==> src/rtl/alu_seq_if.sv <==
// Instruction handshake between an instruction producer and alu_seq.
interface alu_seq_if;
  logic       in_valid;
  logic       in_ready;
  logic [3:0] in_opcode;
  logic [8:0] in_operand;

  modport master (output in_valid, in_opcode, in_operand, input in_ready);
  modport slave  (input in_valid, in_opcode, in_operand, output in_ready);
endinterface

==> src/rtl/alu_seq.sv <==
// Instruction FIFO feeding an external 9-bit ALU around an accumulator.
// Optional feature macro: ALU_SEQ_FLAGS_EN adds registered zero/neg flags.
module alu_seq #(
  parameter int DEPTH = 4
) (
  input  logic       clk,
  input  logic       rst_n,
  input  logic       run,
  alu_seq_if.slave   instr,
  output logic [8:0] alu_a,
  output logic [8:0] alu_b,
  output logic [3:0] alu_op,
  input  logic [8:0] alu_out,
  output logic [8:0] acc,
  output logic       res_valid,
  output logic       busy,
  output logic       halted
`ifdef ALU_SEQ_FLAGS_EN
  ,
  output logic       zero,
  output logic       neg
`endif
);
  localparam int AW = $clog2(DEPTH);
  localparam logic [AW:0] PTR_ONE   = 1;
  localparam logic [3:0]  OP_PASS_A = 4'b0100;
  localparam logic [3:0]  OP_NOP    = 4'b1011;
  localparam logic [3:0]  OP_HALT   = 4'b1111;

  typedef enum logic [1:0] {IDLE, EXEC, HALT} state_t;

  state_t      state;
  logic [12:0] mem [DEPTH];
  logic [AW:0] wr_ptr, rd_ptr;
  logic        empty, full, push, pop;
  logic [3:0]  head_op;
  logic [8:0]  head_b;

  // Pointers carry one extra wrap bit so full and empty are distinguishable.
  assign empty          = (wr_ptr == rd_ptr);
  assign full           = (wr_ptr[AW-1:0] == rd_ptr[AW-1:0]) && (wr_ptr[AW] != rd_ptr[AW]);
  assign instr.in_ready = !full && !halted;
  assign push           = instr.in_valid && instr.in_ready;
  assign pop            = !empty && run && (state != HALT);
  assign {head_op, head_b} = mem[rd_ptr[AW-1:0]];
  assign alu_a          = acc;
  assign busy           = (state == EXEC);

  always_ff @(posedge clk) begin
    if (push) mem[wr_ptr[AW-1:0]] <= {instr.in_opcode, instr.in_operand};
  end

  always_ff @(posedge clk or negedge rst_n) begin
    if (!rst_n) begin
      state     <= IDLE;
      wr_ptr    <= '0;
      rd_ptr    <= '0;
      acc       <= '0;
      res_valid <= 1'b0;
      halted    <= 1'b0;
      alu_op    <= OP_PASS_A;
      alu_b     <= '0;
`ifdef ALU_SEQ_FLAGS_EN
      zero      <= 1'b0;
      neg       <= 1'b0;
`endif
    end else begin
      res_valid <= 1'b0;
      if (push) wr_ptr <= wr_ptr + PTR_ONE;
      if (pop)  rd_ptr <= rd_ptr + PTR_ONE;

      // The instruction in EXEC retires on this edge regardless of what pops next.
      if (state == EXEC && alu_op != OP_NOP) begin
        acc       <= alu_out;
        res_valid <= 1'b1;
`ifdef ALU_SEQ_FLAGS_EN
        zero      <= (alu_out == 9'd0);
        neg       <= alu_out[8];
`endif
      end

      case (state)
        IDLE, EXEC: begin
          if (pop && head_op == OP_HALT) begin
            // Halt never reaches the ALU; the flush also drops any push on this edge.
            state  <= HALT;
            halted <= 1'b1;
            wr_ptr <= '0;
            rd_ptr <= '0;
            alu_op <= OP_PASS_A;
            alu_b  <= '0;
          end else if (pop) begin
            state  <= EXEC;
            alu_op <= head_op;
            alu_b  <= head_b;
          end else begin
            state  <= IDLE;
            alu_op <= OP_PASS_A;
            alu_b  <= '0;
          end
        end
        default: begin
          state  <= HALT;
          halted <= 1'b1;
          alu_op <= OP_PASS_A;
          alu_b  <= '0;
        end
      endcase
    end
  end
endmodule

==> src/flat_wrapper.sv <==
// flat-port wrapper written by rule: the top's interface ports become plain ports
module alu_seq_flat 
#(
  parameter int DEPTH = 4
)
  (clk, rst_n, run, alu_a, alu_b, alu_op, alu_out, acc, res_valid, busy, halted, instr_in_valid, instr_in_opcode, instr_in_operand, instr_in_ready);
  alu_seq_if instr_i ();
  input  logic clk;
  input  logic rst_n;
  input  logic run;
  output logic [8:0] alu_a;
  output logic [8:0] alu_b;
  output logic [3:0] alu_op;
  input  logic [8:0] alu_out;
  output logic [8:0] acc;
  output logic res_valid;
  output logic busy;
  output logic halted;
  input wire logic [$bits(instr_i.in_valid)-1:0] instr_in_valid;
  input wire logic [$bits(instr_i.in_opcode)-1:0] instr_in_opcode;
  input wire logic [$bits(instr_i.in_operand)-1:0] instr_in_operand;
  output wire logic [$bits(instr_i.in_ready)-1:0] instr_in_ready;
  assign instr_i.in_valid = instr_in_valid;
  assign instr_i.in_opcode = instr_in_opcode;
  assign instr_i.in_operand = instr_in_operand;
  assign instr_in_ready = instr_i.in_ready;
  alu_seq #(.DEPTH(DEPTH)) u_core (.clk(clk), .rst_n(rst_n), .run(run), .instr(instr_i), .alu_a(alu_a), .alu_b(alu_b), .alu_op(alu_op), .alu_out(alu_out), .acc(acc), .res_valid(res_valid), .busy(busy), .halted(halted));
endmodule
==> config.mk <==
export PLATFORM = sky130hd
export DESIGN_NAME = alu_seq_flat
export DESIGN_NICKNAME = d
export VERILOG_FILES = /design/src/rtl/alu_seq_if.sv /design/src/rtl/alu_seq.sv /design/src/flat_wrapper.sv
export SDC_FILE = /design/constraint.sdc
export NUM_CORES = 1
export LEC_CHECK = 0
export CORE_MARGIN = 2
export CORE_UTILIZATION = 47
export CTS_BUF_LIST = sky130_fd_sc_hd__clkbuf_8 sky130_fd_sc_hd__clkbuf_16
export DETAILED_ROUTE_END_ITERATION = 7
export GPL_TIMING_DRIVEN = 0
export PLACE_DENSITY = 0.76
export SETUP_SLACK_MARGIN = 0.5
export SLEW_MARGIN = 20
export SYNTH_ARGS = -nofsm -noshare
export SYNTH_HDL_FRONTEND = slang
export SYNTH_SLANG_ARGS = --single-unit
==> constraint.sdc <==
create_clock -name clk -period 2.4 [get_ports clk]
set_input_delay 0.6 -clock clk [delete_from_list [all_inputs] [get_ports clk]]
set_output_delay 0.6 -clock clk [all_outputs]
set_load 0.03 [all_outputs]
== Word level (Yosys, flattened, before mapping) ==
Memory sizes are Yosys's and may differ from the RTL's.
Index checks and enable logic that the tools add are counted.

* Bits in registers: 32
* RAM bits: 52
* Output and inout port bits: 35
* Memories: 1

* $add $sub $neg: 2
* Eq/ne operators: 8
* Muxes and demuxes: 20
* Reduce and logical (&&, ||, !) cells: 12

{| class="wikitable"
|+ Memory list
! memory !! words !! bits a word !! read ports !! clocked after memory_dff !! write ports !! line !! text
|-
| u_core.mem || 4 || 13 || 1 || 0 || 1 || alu_seq.sv:33 || <nowiki>logic [12:0] mem [DEPTH];</nowiki>
|}

{| class="wikitable"
|+ Operator list
! cell !! number
|-
| $mux 9 || 3
|-
| $mux 3 || 6
|-
| $mux 4 || 3
|-
| $logic_and 1x1->1 || 7
|-
| $add 3x1->3 const B || 2
|-
| $mux 1 || 6
|-
| $eq 4x4->1 const B || 1
|-
| $mux 2 || 2
|-
| $ne 4x4->1 const B || 1
|-
| $eq 3x3->1 || 1
|-
| $logic_not 1->1 || 3
|-
| $eq 2x1->1 const B || 1
|-
| $eq 2x2->1 || 1
|-
| $logic_not 2->1 || 1
|-
| $ne 2x1->1 const B || 1
|-
| $ne 2x2->1 const B || 1
|-
| $reduce_or 2->1 || 1
|-
| $ne 1x1->1 || 1
|}

== Longest topological paths before layout ==
Gate-level depths: netlist of the first run.

* Word-level depth: 8
* Mapped depth: 6
* Mapped depth without buffers: 5

== Worst setup path after synthesis of the first run ==
No wires, ideal clock.

* Path kind: reg-to-reg
* Start: register u_core.rd_ptr[0]
* End: memory u_core.mem[3][0] (enable)
* Arrival: 1984 ps
* Setup slack: 3 ps
* Stages on the path, launching flop included: 4
* Path buffers: 1
* Cells stage by stage: dfrtp_1 -> buf_6 -> xnor2_1 -> a311oi_1

* Word-level cells in the longest chain between the ends: 7

{| class="wikitable"
|+ Ends and longest elaborated chain
! item !! line !! text
|-
| from (decl) || alu_seq.sv:34 || <nowiki>logic [AW:0] wr_ptr, rd_ptr;</nowiki>
|-
| from (signal assigned) || alu_seq.sv:70 || <nowiki>if (pop) rd_ptr <= rd_ptr + PTR_ONE;</nowiki>
|-
| $eq 2x2->1 || alu_seq.sv:41 || <nowiki>assign full = (wr_ptr[AW-1:0] == rd_ptr[AW-1:0]) && (wr_ptr[AW] != rd_ptr[AW]);</nowiki>
|-
| $logic_and 1x1->1 || alu_seq.sv:41 ||
|-
| $logic_not 1->1 || alu_seq.sv:42 || <nowiki>assign instr.in_ready = !full && !halted;</nowiki>
|-
| $logic_and 1x1->1 || alu_seq.sv:42 ||
|-
| $logic_and 1x1->1 || alu_seq.sv:43 || <nowiki>assign push = instr.in_valid && instr.in_ready;</nowiki>
|-
| $mux 1 || alu_seq.sv:50 || <nowiki>if (push) mem[wr_ptr[AW-1:0]] <= {instr.in_opcode, instr.in_operand};</nowiki>
|-
| $mux 1 (not written as such) || alu_seq.sv:50 ||
|-
| to (decl) || alu_seq.sv:33 ||
|}

No other way between the ends.

== Worst setup path in the final report of the first run ==
* Start: register u_core.rd_ptr[0]
* End: register u_core.rd_ptr[1]

* Word-level cells in the longest chain between the ends: 7
* Elaborated cells between the ends (all ways): 11
* Those cells by class: 1 x add/sub; 2 x eq/ne; 3 x mux; 4 x reduce/logical; 1 x memory

{| class="wikitable"
|+ Ends and longest elaborated chain
! item !! line !! text
|-
| parallel branches: the longest is 6 deep, another holds $mem_v2 4x13 || n/a ||
|-
| $mux 3 * || alu_seq.sv:82 || <nowiki>case (state)</nowiki>
|}

Every way passes the cells marked *.
A chain may end at the register's enable or synchronous reset.

==> reports/qor.yml, run 1 <==
status: "finished, final reports clean"
antenna_found_initial: 0
maxSlewHeadroom: 0.517
syn_area_per_cell_um2: 17.9
initial_core_util: 0.489
hold_class: "primary input to async pin"
netlist_top_cells_area: "edfxtp_1 47%, dfrtp_1 23%, mux4_2 8.8%"
final_nets: 298
crit_type: "flip-flop to flip-flop"
finClkSkew_ns: 0.00967
area.growth.synth_to_final_pct: 33.2
synth_top_area_cell: "edfxtp_1"
synth_fp_nets: 218
drt_iter0_drc: 104
port_buffers: 60
hold_buffers: 0
clock.fmax_ghz: 0.490
detail_route.vias_per_cell: 5.01
grt_max_degree: 33
fillers: 487
synth_top_family_by_area: "multiplexers"
dp_hpwl_um: 3710
p_leak_nw: 1.76
critPathArrivalTime_ns: 2.27
overflow: 0
grt_pass1_vias: 1921
vias: 1844
clock_sinks: 84
synthCells: 187
gp_congestion: 0.712
yosys_warnings: 0
io_pins: 61
totalWireLength_um: 5960
worstReg2RegStart: "u_core.rd_ptr[0]"
multi_input_area_um2: 967
seqCellArea_um2: 2370
drv_slew: 0
tightest_slew_ns: 0.725
die_w_um: 88.3
drc: 0
clk_path_buf_depth: 2
drive_above_1_share: 0.313
rsz0062_at_grt: "yes"
synthSimpleGateAreaFrac: 0.0689
insertedDiodeCount: 0
worstPathRequired_ns: 2.63
fin_cells: 368
synthDistinctLibCells: 35
die_h_um: 88.3
synth-compound-area-share: 0.0266
dp_slack_ns: -0.195
netlist_area_um2: 3340
peakVddDrop_uv: 472
yosysSeqAreaShare: 0.708
synthXorXnorAreaFrac: 0.0184
max_stage_delay_ns: 0.43
coreArea_um2: 6830
clk_latency_ns: 0.35
critPathLaunchType: "flip-flop"
crit_start: "u_core.rd_ptr[0]"
grt_pass1_wl_um: 9430
cts_tree: "done"
dpl.cell_count: 343
holdWs_ns: 0.301
cts-root-buf: "clkbuf_8"
fin_util: 0.651
synthAdderAreaFrac: 0.0187
fin_crit_sh: 0.850
cts_htree_levels: 3
maxCapViolations: 0
synth_top_area_share: 0.468
timing.final.hold_violations: 0
path_cells: "buf_12, buf_12, mux4_2, nand4_4, nor3b_4, buf_6, buf_6, a221o_1"
rows: 30
cts_buffers: 9
path_max_fanout: 7
clkTransAtPathRegs_ns: 0.08
grt_usage: 0.168
p_per_area_nw_per_um2: 597
fin_ws_ns: 0.360
cp-end-kind: "flip-flop"
ant_nets: 0
die-area_um2: 7800
slowest_stage: "dfrtp_1"
synthMuxAreaShare: 0.121
finalSetupViolCount: 0
wl_per_cell_um: 16.2
drt_first_pass_iters: 4
min_period_ns: 2.04
ys_seq_elements: 84
[critical path: cells and delay by family (launching register included)]
kind                   cells  cell delay [ns]
AOI/OAI and AO/OA          1             0.28
buffers and inverters      4             0.54
DFF                        1             0.43
muxes                      1             0.39
and+or+nand+nor            2             0.27
[layout by cell type (no fill, tap or decap), drive strengths merged, types with 4 or more instances in the layout]
cell type	instances
clkdlybuf4s50	24
clkbuf	10
mux4	13
ha	5
inv	10
nor2	4
mux2	9
edfxtp	52
xnor2	4
dfrtp	31
and2	16
dlygate4sd2	32
buf	25
[through the flow]
stage                     cell area [um^2]  TNS [ns]  total power (W)
final                                 4450         0          0.00266
after global routing                  4450         0          0.00274
after CTS                             4390         0          0.00267
after detailed placement              4070     -6.87          0.00174
after global placement                4070    -10.30          0.00174
after floorplan                       3350         0          0.00164
[cell type report]
| cell class | instances | share of cell area |
|---|---|---|
| buffer | 14 | 0.0267 |
| clock buffer | 9 | 0.0279 |
| clock inverter | 7 | 0.0141 |
| inverter | 7 | 0.00591 |
| multi-input combinational | 82 | 0.218 |
| sequential | 84 | 0.533 |
| tap | 96 | 0.0270 |
| timing repair buffer | 69 | 0.148 |
[registers in the layout, indices dropped and copies added (netlist names), 2 cells and up]
register,cells
u_core.alu_op,4
u_core.wr_ptr,3
u_core.state,2
u_core.alu_b,9
u_core.acc,9
u_core.mem,52
u_core.rd_ptr,3
[cells in the mapped netlist (all sizes together)]
| cell | instances |
|---|---|
| edfxtp | 52 |
| dfrtp | 31 |
| and2 | 16 |
| mux4 | 13 |
| buf | 12 |
| mux2 | 9 |
| inv | 7 |
| ha | 5 |
| nor2 | 4 |
| xnor2 | 4 |
| nand2 | 3 |
| nand2b | 3 |
| nor3 | 3 |
| xor2 | 3 |
| a221o | 2 |
| a31oi | 2 |
| clkbuf | 2 |
| nand4 | 2 |
| o21ai | 2 |
| a311oi | 1 |
| dfstp | 1 |
| mux2i | 1 |
| nand3 | 1 |
| nand4b | 1 |
| nor2b | 1 |
| nor3b | 1 |
| o21ba | 1 |
| o22ai | 1 |
| o31ai | 1 |
| or2 | 1 |
| or3 | 1 |
[report_power, final]
part           internal [W]  switching [W]  total, W
clock network      0.000470       0.000486  0.000955
logic             0.0000705      0.0000746  0.000145
registers           0.00155     0.00000946   0.00155
[path summary, 6_finish.rpt]
path / end / slack [ns] / depth (start not counted)
max reg2reg: u_core.rd_ptr[1] / 0.36 / 8
max: u_core.rd_ptr[1] / 0.36 / 8
max in group asynchronous: u_core.wr_ptr[0] / 1.59 / 1
min reg2reg: u_core.halted / 0.52 / 1
min: u_core.alu_b[4] / 0.30 / 1
min in group clk: u_core.halted / 0.52 / 1
[timing repair]
action / in CTS / in global routing
pin swaps: 5 / 5
setup endpoints to repair: 98 / 22
gates cloned: 1 / 0
gates resized for setup: 69 / 17
setup buffers: 8 / 0
[cells by family (layout without fill, tap and decap cells)]
kind of cell | after synthesis | after routing
AOI/OAI and AO/OA | 10 | 10
xor gates and xnor gates | 7 | 7
adders and majority gates | 5 | 5
buffers and inverters | 21 | 106
DFF | 84 | 84
muxes | 23 | 23
and+or+nand+nor | 37 | 37
[routing by layer]
layer  vias up  track usage  wire length [um]
met1       925        0.206              2410
met3        14       0.0345               279
li1        849            -                 -
met4         0       0.0937               144
met5         -            0                 0
met2        56        0.280              3120
(Power assumes the default switching activity.)
==> run 2: changes to the inputs <==
- clock period: 2.4 -> 1.85 ns (I/O delays scaled with it)
==> run 2 against run 1 <==
Against the previous run: the run now ends with negative setup slack left; combinational power up 54%; power grew 33%; clock-buffer cell count stayed put; largest power group unchanged; sequential share of layout area down 2.2 points; final area increased by 4.4%; sequential power is 30% higher; via count grew 3.0%; die area unchanged; final cell count rose by 2.2%; utilization is 2.9 points higher; critical endpoint unchanged.
==> reports/qor.yml, run 2 (same netlist as run 1, synthesis figures left out) <==
insertedDiodeCount: 0  # unchanged
wl_per_cell_um: 16.7  # +3.1%
final_cell_mix: "52 x edfxtp_1, 47 x buf_6, 27 x dfrtp_1"
clock_sinks: 84  # unchanged
cpMostUsedCell: "buf_4"
initial_core_util: 0.489  # unchanged
io_pins: 61  # unchanged
fin_util: 0.679  # +0.0286
path_max_fanout: 8  # +1
cts_htree_levels: 3  # unchanged
dpl.cell_count: 343  # unchanged
clk_path_buf_depth: 2  # unchanged
drc: 0  # unchanged
cts_tree: "done"
dp_hpwl_um: 3810  # +2.7%
slowest_stage: "dfrtp_1"
peakVddDrop_uv: 586  # +24%
violations: "negative setup slack"
grt_max_degree: 33  # unchanged
path_cells: "buf_8, buf_4, xor2_2, o31ai_4, nor3b_4, buf_4, a221o_1"
fin_crit_sh: 1.04  # +0.186
clk_latency_ns: 0.35  # about the same
multi_input_area_um2: 1010  # +4.1%
grt_usage: 0.175  # +0.00642
finClkSkew_ns: 0.00877  # -0.000895 ns
vias: 1899  # +3.0%
drt_iter0_drc: 134  # +29%
maxCapViolations: 0  # unchanged
finalSetupViolCount: 15  # +15
crit_type: "flip-flop to flip-flop"
layout_commonest_cell: "edfxtp_1"
antenna_found_initial: 0  # unchanged
reg2reg_depth: 7  # -1
drt_first_pass_iters: 4  # unchanged
grt_pass1_vias: 1983  # +3.2%
p_leak_nw: 1.79  # +1.7%
die-area_um2: 7800  # unchanged
area.growth.synth_to_final_pct: 39.0
rsz0062_at_grt: "yes"
min_period_ns: 1.92  # -0.123 ns
cts-root-buf: "clkbuf_8"
drive_above_1_share: 0.457  # +0.145
tightest_slew_ns: 0.733  # +0.00839 ns
p_per_area_nw_per_um2: 760  # +27%
timing.final.hold_violations: 0  # unchanged
clkTransAtPathRegs_ns: 0.08  # about the same
critPathArrivalTime_ns: 2.15  # -0.12 ns
crit_buf_inv: 3  # -1
fin_cells: 376  # +2.2%
cp-end-kind: "flip-flop"
largest_register_ffs: 52  # unchanged
max_stage_delay_ns: 0.43  # about the same
hold_class: "primary input to async pin"
coreArea_um2: 6830  # unchanged
final_nets: 306  # +2.7%
crit_family: "compound AO/OA/AOI/OAI gates"
port_buffers: 60  # unchanged
die_h_um: 88.3  # unchanged
fillers: 473  # -2.9%
maxSlewHeadroom: 0.511  # -0.00560
gp_congestion: 0.787  # +11%
die_w_um: 88.3  # unchanged
hold_buffers: 0  # unchanged
cts_buffers: 9  # unchanged
fin_ws_ns: -0.0671  # -0.427 ns
clock.fmax_ghz: 0.522  # +6.4%
detail_route.vias_per_cell: 5.05  # +0.79%
critPathLaunchType: "flip-flop"
grt_pass1_wl_um: 9650  # +2.3%
overflow: 0  # unchanged
worstPathRequired_ns: 2.08  # -0.55 ns
drv_slew: 0  # unchanged
path_depth: 7  # -1
totalWireLength_um: 6280  # +5.4%
rows: 30  # unchanged
ant_nets: 0  # unchanged
status: "finished, violations left"
seqCellArea_um2: 2370  # unchanged
-- run 2: cell count changes in the layout (fill, tap and decap cells not counted), moves of 3 or more --
cell and delta:
dlygate4sd2_1 -32, inv_1 -3, buf_6 +40, and2_1 +6, and2_4 -6
-- run 2: layer usage --
metal	global-route usage	up-vias	wire length, um
met5	0	-	0
met4	0.0868	0	91
met3	0.0401	8	419
met2	0.290	82	3180
met1	0.217	950	2590
li1	-	859	-
-- run 2: final timing paths --
check,start,to,slack (ns)
worst max register to register,u_core.rd_ptr[0],u_core.rd_ptr[1],-0.07
max in group asynchronous,rst_n,u_core.wr_ptr[2],1.17
worst min-delay path,rst_n,u_core.rd_ptr[0],0.17
min in group clk,u_core.halted,u_core.halted,0.57
worst max-delay path,u_core.rd_ptr[0],u_core.rd_ptr[1],-0.07
worst min register to register,u_core.halted,u_core.halted,0.57
-- run 2: layout make-up --
type                       count  area share
clock buffer                   9      0.0267
multi-input combinational     83       0.217
buffer                        14      0.0318
inverter                       7     0.00566
tap                           96      0.0259
clock inverter                 7      0.0156
sequential                    84       0.510
timing repair buffer          76       0.167
-- run 2: worst register-to-register path, delay by kind of cell, from the launching register on --
kind | cells | cell delay [ns]
buffers and inverters | 3 | 0.47
AND/OR/NAND/NOR | 1 | 0.09
AO/OA/AOI/OAI | 2 | 0.63
flip-flops | 1 | 0.43
XOR/XNOR | 1 | 0.19
-- run 2: report_power, final --
group	internal (W)	total, W	switching [W]
Clock	0.000628	0.00128	0.000655
Sequential	0.00200	0.00202	0.0000178
Combinational	0.000121	0.000223	0.000102
-- run 2: timing repair --
item	CTS	global route
pin swaps	10	1
setup buffers	13	3
resized for setup	271	6
cloned	1	0
endpoints found under the setup margin	109	117
-- run 2: metrics by stage --
| stage | TNS, ns | power, W | hold WS [ns] | setup slack [ns] | cell area, um^2 |
|---|---|---|---|---|---|
| after floorplan | 0 | 0.00214 | 0.167 | 0.150 | 3400 |
| after global placement | -27.21 | 0.00225 | 0.511 | -0.402 | 4120 |
| after detailed placement | -17.50 | 0.00226 | 0.523 | -0.414 | 4120 |
| after CTS | -0.417 | 0.00356 | 0.179 | -0.0508 | 4590 |
| after global routing | -2.36 | 0.00365 | 0.234 | -0.110 | 4640 |
| final | -0.501 | 0.00353 | 0.171 | -0.0671 | 4640 |
